[src/rtl/uart_rx_byte.sv]
// rtl/uart_rx_byte.sv - 8N1 UART receiver: oversampled rx line to byte strobe with framing-error pulse
module uart_rx_byte #(
    parameter int BAUD_DIV = 434,
    parameter int HALF_DIV = BAUD_DIV / 2
) (
    input  logic       clk,
    input  logic       rst,
    input  logic       rx,
    output logic [7:0] rx_data,
    output logic       rx_rdy,
    output logic       frame_err,
    output logic       busy
);

    localparam int CW = $clog2(BAUD_DIV);
    // The counter is loaded with N-1 and expires at zero so BAUD_DIV fits even when it is a power of two.
    localparam logic [CW-1:0] BAUD_LOAD = CW'(BAUD_DIV - 1);
    localparam logic [CW-1:0] HALF_LOAD = CW'(HALF_DIV - 1);

    typedef enum logic [1:0] {
        S_IDLE,
        S_START,
        S_DATA,
        S_STOP
    } state_t;

    logic          sync1_q;
    logic          sync2_q;
    logic          prev_q;
    state_t        state_q;
    logic [CW-1:0] baud_q;
    logic [2:0]    bit_q;
    logic [7:0]    shift_q;
    logic [7:0]    data_q;
    logic          rdy_q;
    logic          ferr_q;
    logic          busy_q;
    logic          start_edge;
    logic          baud_done;
    logic [CW-1:0] baud_dec;

    assign start_edge = prev_q & ~sync2_q;
    assign baud_done  = (baud_q == '0);
    assign baud_dec   = baud_q - CW'(1);

    always_ff @(posedge clk or posedge rst) begin
        if (rst) begin
            sync1_q <= 1'b1;
            sync2_q <= 1'b1;
            prev_q  <= 1'b1;
        end else begin
            sync1_q <= rx;
            sync2_q <= sync1_q;
            prev_q  <= sync2_q;
        end
    end

    always_ff @(posedge clk or posedge rst) begin
        if (rst) begin
            state_q <= S_IDLE;
            baud_q  <= '0;
            bit_q   <= '0;
            shift_q <= '0;
            data_q  <= '0;
            rdy_q   <= 1'b0;
            ferr_q  <= 1'b0;
            busy_q  <= 1'b0;
        end else begin
            rdy_q  <= 1'b0;
            ferr_q <= 1'b0;
            case (state_q)
                S_IDLE: begin
                    if (start_edge) begin
                        state_q <= S_START;
                        baud_q  <= HALF_LOAD;
                        busy_q  <= 1'b1;
                    end
                end
                S_START: begin
                    if (!baud_done) begin
                        baud_q <= baud_dec;
                    end else if (sync2_q) begin
                        state_q <= S_IDLE;
                        busy_q  <= 1'b0;
                    end else begin
                        state_q <= S_DATA;
                        baud_q  <= BAUD_LOAD;
                        bit_q   <= '0;
                    end
                end
                S_DATA: begin
                    if (!baud_done) begin
                        baud_q <= baud_dec;
                    end else begin
                        shift_q <= {sync2_q, shift_q[7:1]};
                        baud_q  <= BAUD_LOAD;
                        if (bit_q == 3'd7) begin
                            state_q <= S_STOP;
                        end else begin
                            bit_q <= bit_q + 3'd1;
                        end
                    end
                end
                S_STOP: begin
                    if (!baud_done) begin
                        baud_q <= baud_dec;
                    end else begin
                        // Leaving mid-stop-bit lets a back-to-back start edge be caught.
                        if (sync2_q) begin
                            data_q <= shift_q;
                            rdy_q  <= 1'b1;
                        end else begin
                            ferr_q <= 1'b1;
                        end
                        state_q <= S_IDLE;
                        busy_q  <= 1'b0;
                    end
                end
                default: begin
                    state_q <= S_IDLE;
                    busy_q  <= 1'b0;
                end
            endcase
        end
    end

    assign rx_data   = data_q;
    assign rx_rdy    = rdy_q;
    assign frame_err = ferr_q;
    assign busy      = busy_q;

endmodule
[config.mk]
export PLATFORM = sky130hd
export DESIGN_NAME = uart_rx_byte
export DESIGN_NICKNAME = d
export VERILOG_FILES = /design/src/rtl/uart_rx_byte.sv
export SDC_FILE = /design/constraint.sdc
export NUM_CORES = 1
export LEC_CHECK = 0
export CAP_MARGIN = 0
export CORE_ASPECT_RATIO = 0.6
export CORE_UTILIZATION = 45
export CTS_BUF_LIST = sky130_fd_sc_hd__clkbuf_16
export DETAILED_ROUTE_END_ITERATION = 16
export PLACE_DENSITY_LB_ADDON = 0.25
export SYNTH_ARGS = -nofsm -noshare
export SYNTH_HDL_FRONTEND = slang
export SYNTH_SLANG_ARGS = --single-unit
[constraint.sdc]
create_clock -name clk -period 3.1 [get_ports clk]
set_clock_uncertainty 0.1 [all_clocks]
set_input_delay 0.31 -clock clk [delete_from_list [all_inputs] [get_ports clk]]
set_output_delay 0.31 -clock clk [all_outputs]
set_load 0.05 [all_outputs]
==> flow_metrics.py, run 1 <==
metrics = {
    "clocking": {
        "cts.clk_slew.worst_paths_ps": 50,
        "cts_resized": 0,
        "root_buffer": "clkbuf_16",
        "cts_max_path_buffers": 2,
        "htreeDepth": 2,
        "cts_tree": "done",
        "clk_latency_ps": 280,
        "cts_sinks": 36,
        "cts_setup_buffers": 0,
        "cts_buffers": 5,
        "hold_buffers": 0,
    },
    "global_route": {
        "grt_max_degree": 37,
        "track_usage_pct": 21.1,
        "overflow": 0,
        "grt_antenna_before_repair": 0,
        "grt_pass1_vias": 1394,
        "grt_pass1_wl_mm": 7.00,
    },
    "finish": {
        "n_antenna_cell": 0,
        "mostFrequentLayoutCells": "33 x dfrtp_1, 18 x mux2_2, 14 x inv_1",
        "layout.nets": 203,
        "drive_above_1_share_pct": 20.3,
        "synthToLayoutAreaGrowth_pct": 17.5,
        "final_common_cell": "dfrtp_1",
        "fin_util_pct": 58.2,
    },
    "placement": {
        "gp_congestion": 0.877,
        "port_buffers": 13,
        "dp_slack_ps": 554,
        "place_hpwl_mm": 3.02,
    },
    "logic_synthesis": {
        "synth_top_area_cell": "dfrtp_1",
        "syn_nets": 186,
        "synth_area_per_cell_um2": 11.0,
        "synth_top_area_share_pct": 43.1,
        "syn_inst": 174,
        "syn_area_mm2": 0.00192,
        "ys_seq_area_share_pct": 47.2,
        "ys.flop_type": "dfrtp_1",
        "ys_ff_latch": 36,
        "yosys-top-cells-area": "dfrtp_1 43%, mux2_2 11%, ha_1 5.9%, dfstp_2 4.1%, o21ai_0 3.4%",
        "synth.distinct_cells": 46,
        "synth_edf_count": 0,
        "async_flop_share_pct": 100,
        "synth_warnings": 0,
    },
    "pwr": {
        "power_frac_clock_pct": 23.5,
        "p_per_area_mw_per_mm2": 904,
        "ir_drop_mv": 0.307,
        "p_sw_share_pct": 42.0,
        "p_int_mw": 1.18,
        "switching_power_mw": 0.856,
        "power_mw": 2.04,
        "pwr-share-seq_pct": 32.7,
        "p_leak_nw": 0.987,
        "power.share.combinational_pct": 43.8,
    },
    "critical_path": {
        "reg2reg_setup_slack_ps": 540,
        "end_kind": "flip-flop",
        "arrival_ps": 2610,
        "reg2reg_from": "baud_q[0]",
        "critPathKind": "flip-flop to flip-flop",
        "r2r_end": "rx_data[5]",
        "path_max_fanout": 8,
        "reg2regPathDepth": 5,
        "worstPathRequired_ps": 3160,
        "cp-start-kind": "flip-flop",
    },
    "status": {
        "status": "finished clean",
    },
    "detailed_routing": {
        "drtAntennaViolNets": 0,
        "drt-wirelength-per-cell_um": 16.5,
        "drtPass1Iterations": 5,
        "viasPerCell": 5.98,
        "routed_wirelength_mm": 4.11,
        "drc": 0,
        "first_iter_violations": 154,
        "vias": 1490,
    },
    "sta": {
        "slew-limit-headroom_pct": 49.2,
        "rsz0062_at_grt": "false",
        "drv_slew": 0,
        "worst_slew_pin_slew_ps": 756,
        "hold_viol": 0,
        "tns_ps": 0,
        "holdWs_ps": 255,
        "finalCritPeriodShare_pct": 82.4,
        "period_minus_slack_ps": 2560,
        "fmax_mhz": 391,
        "setup_viol": 0,
        "fin_ws_ps": 545,
    },
    "worst_hold_path": {
        "hold_path.class": "flip-flop to flip-flop",
        "worstHoldStart": "sync1_q",
        "hold_depth": 0,
        "whs_endpoint": "sync2_q",
    },
    "floorplan": {
        "io_pins": 14,
        "die_area_mm2": 0.00454,
        "core-area_mm2": 0.00387,
        "die_w_um": 86.3,
        "start_util_pct": 49.5,
        "die_h_um": 52.6,
        "num_rows": 17,
    },
    "run": {
        "cap_violations": 0,
    },
}
-- critical path, cell delays in order (launching register included) --
cell	delay, ps
dfrtp_1	400
inv_1	90
ha_1	230
or4b_1	630
nor4_4	570
mux2_2	410
-- final cells by class --
cell class | count | area [µm²]
Tap cell | 57 | 71.3
Clock inverter | 3 | 18.8
Fill cell | 321 | 1620
Clock buffer | 5 | 125
Inverter | 14 | 52.6
Multi-Input combinational cell | 118 | 928
Sequential cell | 36 | 905
Timing Repair Buffer | 16 | 153
-- through the flow --
| stage | area [µm²] | std cells |
|---|---|---|
| 4_1_cts | 2250 | 249 |
| 2_1_floorplan | 1920 | 174 |
| 6_report | 2250 | 249 |
| 5_1_grt | 2250 | 249 |
| 3_3_place_gp | 2110 | 241 |
| 3_5_place_dp | 2110 | 241 |
-- power groups by stage --
stage               sequential (mW)  clock (mW)  combinational (mW)
floorplan                     0.620           0               0.701
global placement              0.657           0               0.840
finish                        0.666       0.478               0.892
global route                  0.680       0.509               0.979
CTS                           0.660       0.491               0.874
detailed placement            0.667           0               0.869
-- registers in the layout, indices dropped and copies added, names as in the netlist, named ones only --
signal and count:
baud_q 9, rx_data 8, shift_q 8, bit_q 3
busy 1, frame_err 1, prev_q 1, rx_rdy 1
state_q 1, sync1_q 1, sync2_q 1
-- cells by family after synthesis --
kind of cell	count (synthesis)	synth area share, %
AO/OA/AOI/OAI	47	16.9
AND/OR/NAND/NOR	43	14.5
flip-flops	36	47.2
buffers and inverters	20	4.44
multiplexers	19	11.1
adder cells (fa/ha/maj)	9	5.87
-- how the worst max path moves through the flow --
stage | slack, ps | endpoint | startpoint
final | 540 | rx_data[5] | baud_q[0]
after global routing | 420 | rx_data[5] | baud_q[0]
after CTS | 540 | rx_data[5] | baud_q[0]
after detailed placement | 550 | rx_data[5] | baud_q[0]
after global placement | 640 | rx_data[5] | baud_q[0]
after floorplan | 850 | rx_data[0] | baud_q[0]
-- routing by layer --
| layer | global-route usage [%] | part of all wire, % |
|---|---|---|
| met4 | 7.22 | 1.1 |
| met3 | 5.35 | 6.3 |
| met5 | 0 | 0 |
| met2 | 31.0 | 44 |
| met1 | 30.3 | 49 |
-- synthesized netlist by cell type, types with 3 or more instances --
master     count
o211ai_1       5
a31oi_1        4
clkbuf_1       3
o2111ai_1      4
nor4b_1        3
nor3_1         4
mux2_2        18
inv_1         14
a21oi_1        4
nor2_1         6
dfstp_2        3
o21ai_0       13
dfrtp_1       33
nand2_1       10
ha_1           9
Power figures use the tool's default switching activity.
==> run 2: changes to the inputs <==
- clock period: 3.1 -> 2.35 ns (I/O delays scaled with it)
==> flow_metrics.py, run 2 (synthesis gave the netlist of run 1 again) <==
metrics = {
    "floorplan": {
        "die_area_mm2": 0.00454,
        "num_rows": 17,
        "die_w_um": 86.3,
        "die_h_um": 52.6,
        "core-area_mm2": 0.00387,
        "start_util_pct": 49.5,
        "io_pins": 14,
    },
    "clocking": {
        "htreeDepth": 2,
        "clk_latency_ps": 280,
        "cts_tree": "done",
        "cts_buffers": 5,
        "cts_max_path_buffers": 2,
        "cts.clk_slew.worst_paths_ps": 60,
        "cts_resized": 0,
        "cts_setup_buffers": 0,
        "hold_buffers": 0,
        "root_buffer": "clkbuf_16",
        "cts_sinks": 36,
    },
    "detailed_routing": {
        "vias": 1545,
        "drc": 0,
        "routed_wirelength_mm": 4.47,
        "drtPass1Iterations": 5,
        "viasPerCell": 5.94,
        "first_iter_violations": 147,
        "drt-wirelength-per-cell_um": 17.2,
        "drtAntennaViolNets": 0,
    },
    "finish": {
        "n_antenna_cell": 0,
        "regMostFlops": "baud_q",
        "synthToLayoutAreaGrowth_pct": 23.5,
        "fin_util_pct": 61.2,
        "fillers": 325,
        "largest_reg_flops": 9,
        "mostFrequentLayoutCells": "33 x dfrtp_1, 18 x mux2_2, 14 x inv_1, 14 x buf_4, 13 x clkdlybuf4s50_1",
        "layout.nets": 214,
        "final_common_cell": "dfrtp_1",
        "drive_above_1_share_pct": 25.6,
    },
    "sta": {
        "drv_slew": 0,
        "slew-limit-headroom_pct": 56.1,
        "tns_ps": 0,
        "setup_viol": 0,
        "period_minus_slack_ps": 2290,
        "holdWs_ps": 256,
        "fmax_mhz": 437,
        "worst_slew_pin_slew_ps": 651,
        "finalCritPeriodShare_pct": 97.4,
        "hold_viol": 0,
    },
    "critical_path": {
        "critPathKind": "flip-flop to flip-flop",
        "critPathMaxStageDelay_ps": 490,
        "path_max_fanout": 4,
        "end_kind": "flip-flop",
        "critPathSlowestCell": "a21boi_0",
        "cp_common_cell": "buf_4",
        "path_cells": "inv_1, ha_1, buf_4, nor4b_2, buf_4, a21boi_0, o21ai_1, o31ai_1",
        "cp-start-kind": "flip-flop",
        "arrival_ps": 2370,
        "worstPathRequired_ps": 2430,
    },
    "global_route": {
        "track_usage_pct": 21.9,
        "grt_pass1_wl_mm": 7.29,
        "grt_antenna_before_repair": 0,
        "overflow": 0,
        "grt_max_degree": 37,
        "grt_pass1_vias": 1450,
    },
    "placement": {
        "place_hpwl_mm": 3.19,
        "gp_congestion": 0.917,
        "port_buffers": 13,
    },
    "pwr": {
        "p_per_area_mw_per_mm2": 1250,
        "power_mw": 2.95,
        "p_leak_nw": 1.05,
        "ir_drop_mv": 0.588,
    },
    "run": {
        "cap_violations": 0,
    },
    "worst_hold_path": {
        "hold_path.class": "flip-flop to flip-flop",
    },
    "status": {
        "status": "finished clean",
    },
}
==> run 2: changes by cell type in the layout (fill, tap and decap cells not counted), sizes merged <==
| cell | delta |
|---|---|
| bufinv | +1 |
| clkinvlp | +1 |
| clkinv | -2 |
| buf | +11 |
==> run 2: worst paths after layout <==
kind                            from         to  slack [ps]  depth (start not counted)
max                        baud_q[0]  baud_q[1]          60                          8
min                          sync1_q    sync2_q         260                          0
max reg2reg                baud_q[0]  baud_q[1]          60                          8
min reg2reg                  sync1_q    sync2_q         260                          0
max in group asynchronous        rst    sync1_q        1530                          3
min in group asynchronous        rst   bit_q[2]         270                          3
==> run 2: metrics by stage <==
stage | instance area (µm²) | cells | setup WS, ps
2_1_floorplan | 1920 | 174 | 96.9
3_3_place_gp | 2190 | 252 | 37.8
3_5_place_dp | 2190 | 252 | 39.3
4_1_cts | 2360 | 260 | 32.3
5_1_grt | 2370 | 260 | -47.6
6_report | 2370 | 260 | 62.0
==> run 2: report_power, final <==
group	leakage (nW)	internal, mW	switching (mW)	total (mW)
clock network	0.0798	0.498	0.260	0.758
registers	0.471	0.724	0.122	0.845
logic	0.502	0.526	0.826	1.35
==> run 2: critical path, delay by kind of cell (launching register included) <==
kind,cells,cell delay (ps)
buffers and inverters,3,390
flip-flops,1,400
AND/OR/NAND/NOR,1,160
adder cells (fa/ha/maj),1,210
AO/OA/AOI/OAI,3,920
==> run 2: cell type report <==
type | count | area (µm²) | share of cell area [%]
Multi-Input combinational cell | 118 | 938 | 39.6
Inverter | 14 | 52.6 | 2.22
Clock inverter | 3 | 42.5 | 1.80
Sequential cell | 36 | 905 | 38.2
Clock buffer | 5 | 125 | 5.28
Timing Repair Buffer | 27 | 235 | 9.93
Tap cell | 57 | 71.3 | 3.01
==> run 2: routing by layer <==
metal  track usage, %  up-vias  wire length, µm
met5                0        -                0
met1             32.7      743             2100
met3             8.03        4              460
li1                 -      708                -
met2             30.0       90             1890
met4             4.44        0               12
==> run 3: changes to the inputs <==
- DONT_BUFFER_PORTS: unset -> 1
==> flow_metrics.py, run 3 (synthesis gave the netlist of run 1 again) <==
metrics = {
    "status": {
        "status": "finished clean",
    },
    "finish": {
        "n_antenna_cell": 0,
        "fillers": 337,
        "regMostFlops": "baud_q",
        "synthToLayoutAreaGrowth_pct": 18.6,
        "mostFrequentLayoutCells": "33 x dfrtp_1, 18 x mux2_2, 15 x buf_4",
        "regArea_um2": 905,
        "layout.nets": 204,
        "finalInstanceArea_mm2": 0.00227,
        "drive_above_1_share_pct": 27.5,
        "multiInputGateArea_um2": 946,
        "final_common_cell": "dfrtp_1",
        "largest_reg_flops": 9,
    },
    "clocking": {
        "cts_buffers": 5,
        "cts.clk_slew.worst_paths_ps": 60,
        "htreeDepth": 2,
        "root_buffer": "clkbuf_16",
        "cts_tree": "done",
        "cts_setup_buffers": 0,
        "cts_max_path_buffers": 2,
        "cts_sinks": 36,
        "clk_latency_ps": 270,
    },
    "global_route": {
        "grt_pass1_wl_mm": 7.43,
        "grt_pass1_vias": 1413,
        "grt_max_degree": 37,
        "overflow": 0,
        "track_usage_pct": 22.2,
        "grt_antenna_before_repair": 0,
    },
    "floorplan": {
        "die_h_um": 52.6,
        "core-area_mm2": 0.00387,
        "die_w_um": 86.3,
        "start_util_pct": 49.5,
        "io_pins": 14,
        "num_rows": 17,
        "die_area_mm2": 0.00454,
    },
    "sta": {
        "drv_slew": 0,
        "hold_viol": 0,
        "fmax_mhz": 440,
        "slew-limit-headroom_pct": 58.4,
        "period_minus_slack_ps": 2270,
        "finalCritPeriodShare_pct": 96.7,
        "rsz0062_at_grt": "true",
        "setup_viol": 0,
        "holdWs_ps": 256,
        "worst_slew_pin_slew_ps": 615,
    },
    "detailed_routing": {
        "drt-wirelength-per-cell_um": 17.7,
        "drc": 0,
        "drtPass1Iterations": 4,
        "viasPerCell": 6.01,
        "routed_wirelength_mm": 4.41,
        "vias": 1502,
        "first_iter_violations": 121,
        "drtAntennaViolNets": 0,
    },
    "placement": {
        "gp_congestion": 0.912,
        "port_buffers": 0,
        "place_hpwl_mm": 3.31,
        "placed_area_mm2": 0.00207,
    },
    "pwr": {
        "p_per_area_mw_per_mm2": 1290,
        "p_leak_nw": 1.03,
        "power_mw": 2.94,
        "ir_drop_mv": 0.579,
    },
    "critical_path": {
        "cp-start-kind": "flip-flop",
        "end_kind": "flip-flop",
        "path_max_fanout": 8,
        "arrival_ps": 2330,
        "worstPathRequired_ps": 2410,
        "critPathKind": "flip-flop to flip-flop",
    },
    "worst_hold_path": {
        "hold_path.class": "flip-flop to flip-flop",
    },
    "run": {
        "cap_violations": 0,
    },
}
==> run 3: timing repair <==
action                     4_1_cts  5_1_grt
setup endpoints to repair        0       16
hold buffers                     2        0
hold endpoints to repair        34        0
gates resized for setup          0        3
==> run 3: path summary, 6_finish.rpt <==
| path | to | startpoint | cells past startpoint | slack, ps |
|---|---|---|---|---|
| worst max-delay path | rx_data[1] | baud_q[0] | 7 | 80 |
| worst min-delay path | sync2_q | sync1_q | 0 | 260 |
| worst max register to register | rx_data[1] | baud_q[0] | 7 | 80 |
| worst min register to register | sync2_q | sync1_q | 0 | 260 |
| max in group asynchronous | sync1_q | rst | 3 | 1400 |
| min in group asynchronous | baud_q[3] | rst | 3 | 400 |
==> run 3: through the flow <==
| step | setup slack [ps] | instances | utilization (%) | TNS, ps |
|---|---|---|---|---|
| final | 77.7 | 250 | 58.8 | 0 |
| after global routing | -24.1 | 250 | 58.8 | -24.1 |
| after CTS | 80.6 | 250 | 58.3 | 0 |
| after detailed placement | 85.6 | 240 | 53.5 | 0 |
| after global placement | 131 | 240 | 53.5 | 0 |
| after floorplan | 96.9 | 174 | - | 0 |
==> run 3: area by class of cell <==
cell class | count | share of cell area [%]
Inverter | 14 | 2.31
Multi-Input combinational cell | 118 | 41.6
Clock buffer | 5 | 5.50
Clock inverter | 3 | 1.87
Tap cell | 57 | 3.14
Timing Repair Buffer | 17 | 5.83
Sequential cell | 36 | 39.8
==> run 3: worst max-delay path, cell delays in order (launching register included) <==
cell	delay [ps]
dfrtp_1	400
inv_1	90
ha_1	160
or4b_1	450
buf_4	190
nor4_4	200
buf_4	210
mux2_2	360
==> run 3: layer usage <==
layer / global-route usage (%) / routed length, µm
met5: 0 / 0
met4: 4.72 / 37
met3: 7.09 / 440
met2: 28.8 / 1740
met1: 34.8 / 2200
==> run 3: report_power, final <==
| part | total (mW) | switching, mW | internal (mW) |
|---|---|---|---|
| clock network | 0.740 | 0.242 | 0.497 |
| logic | 1.35 | 0.820 | 0.534 |
| registers | 0.849 | 0.125 | 0.724 |
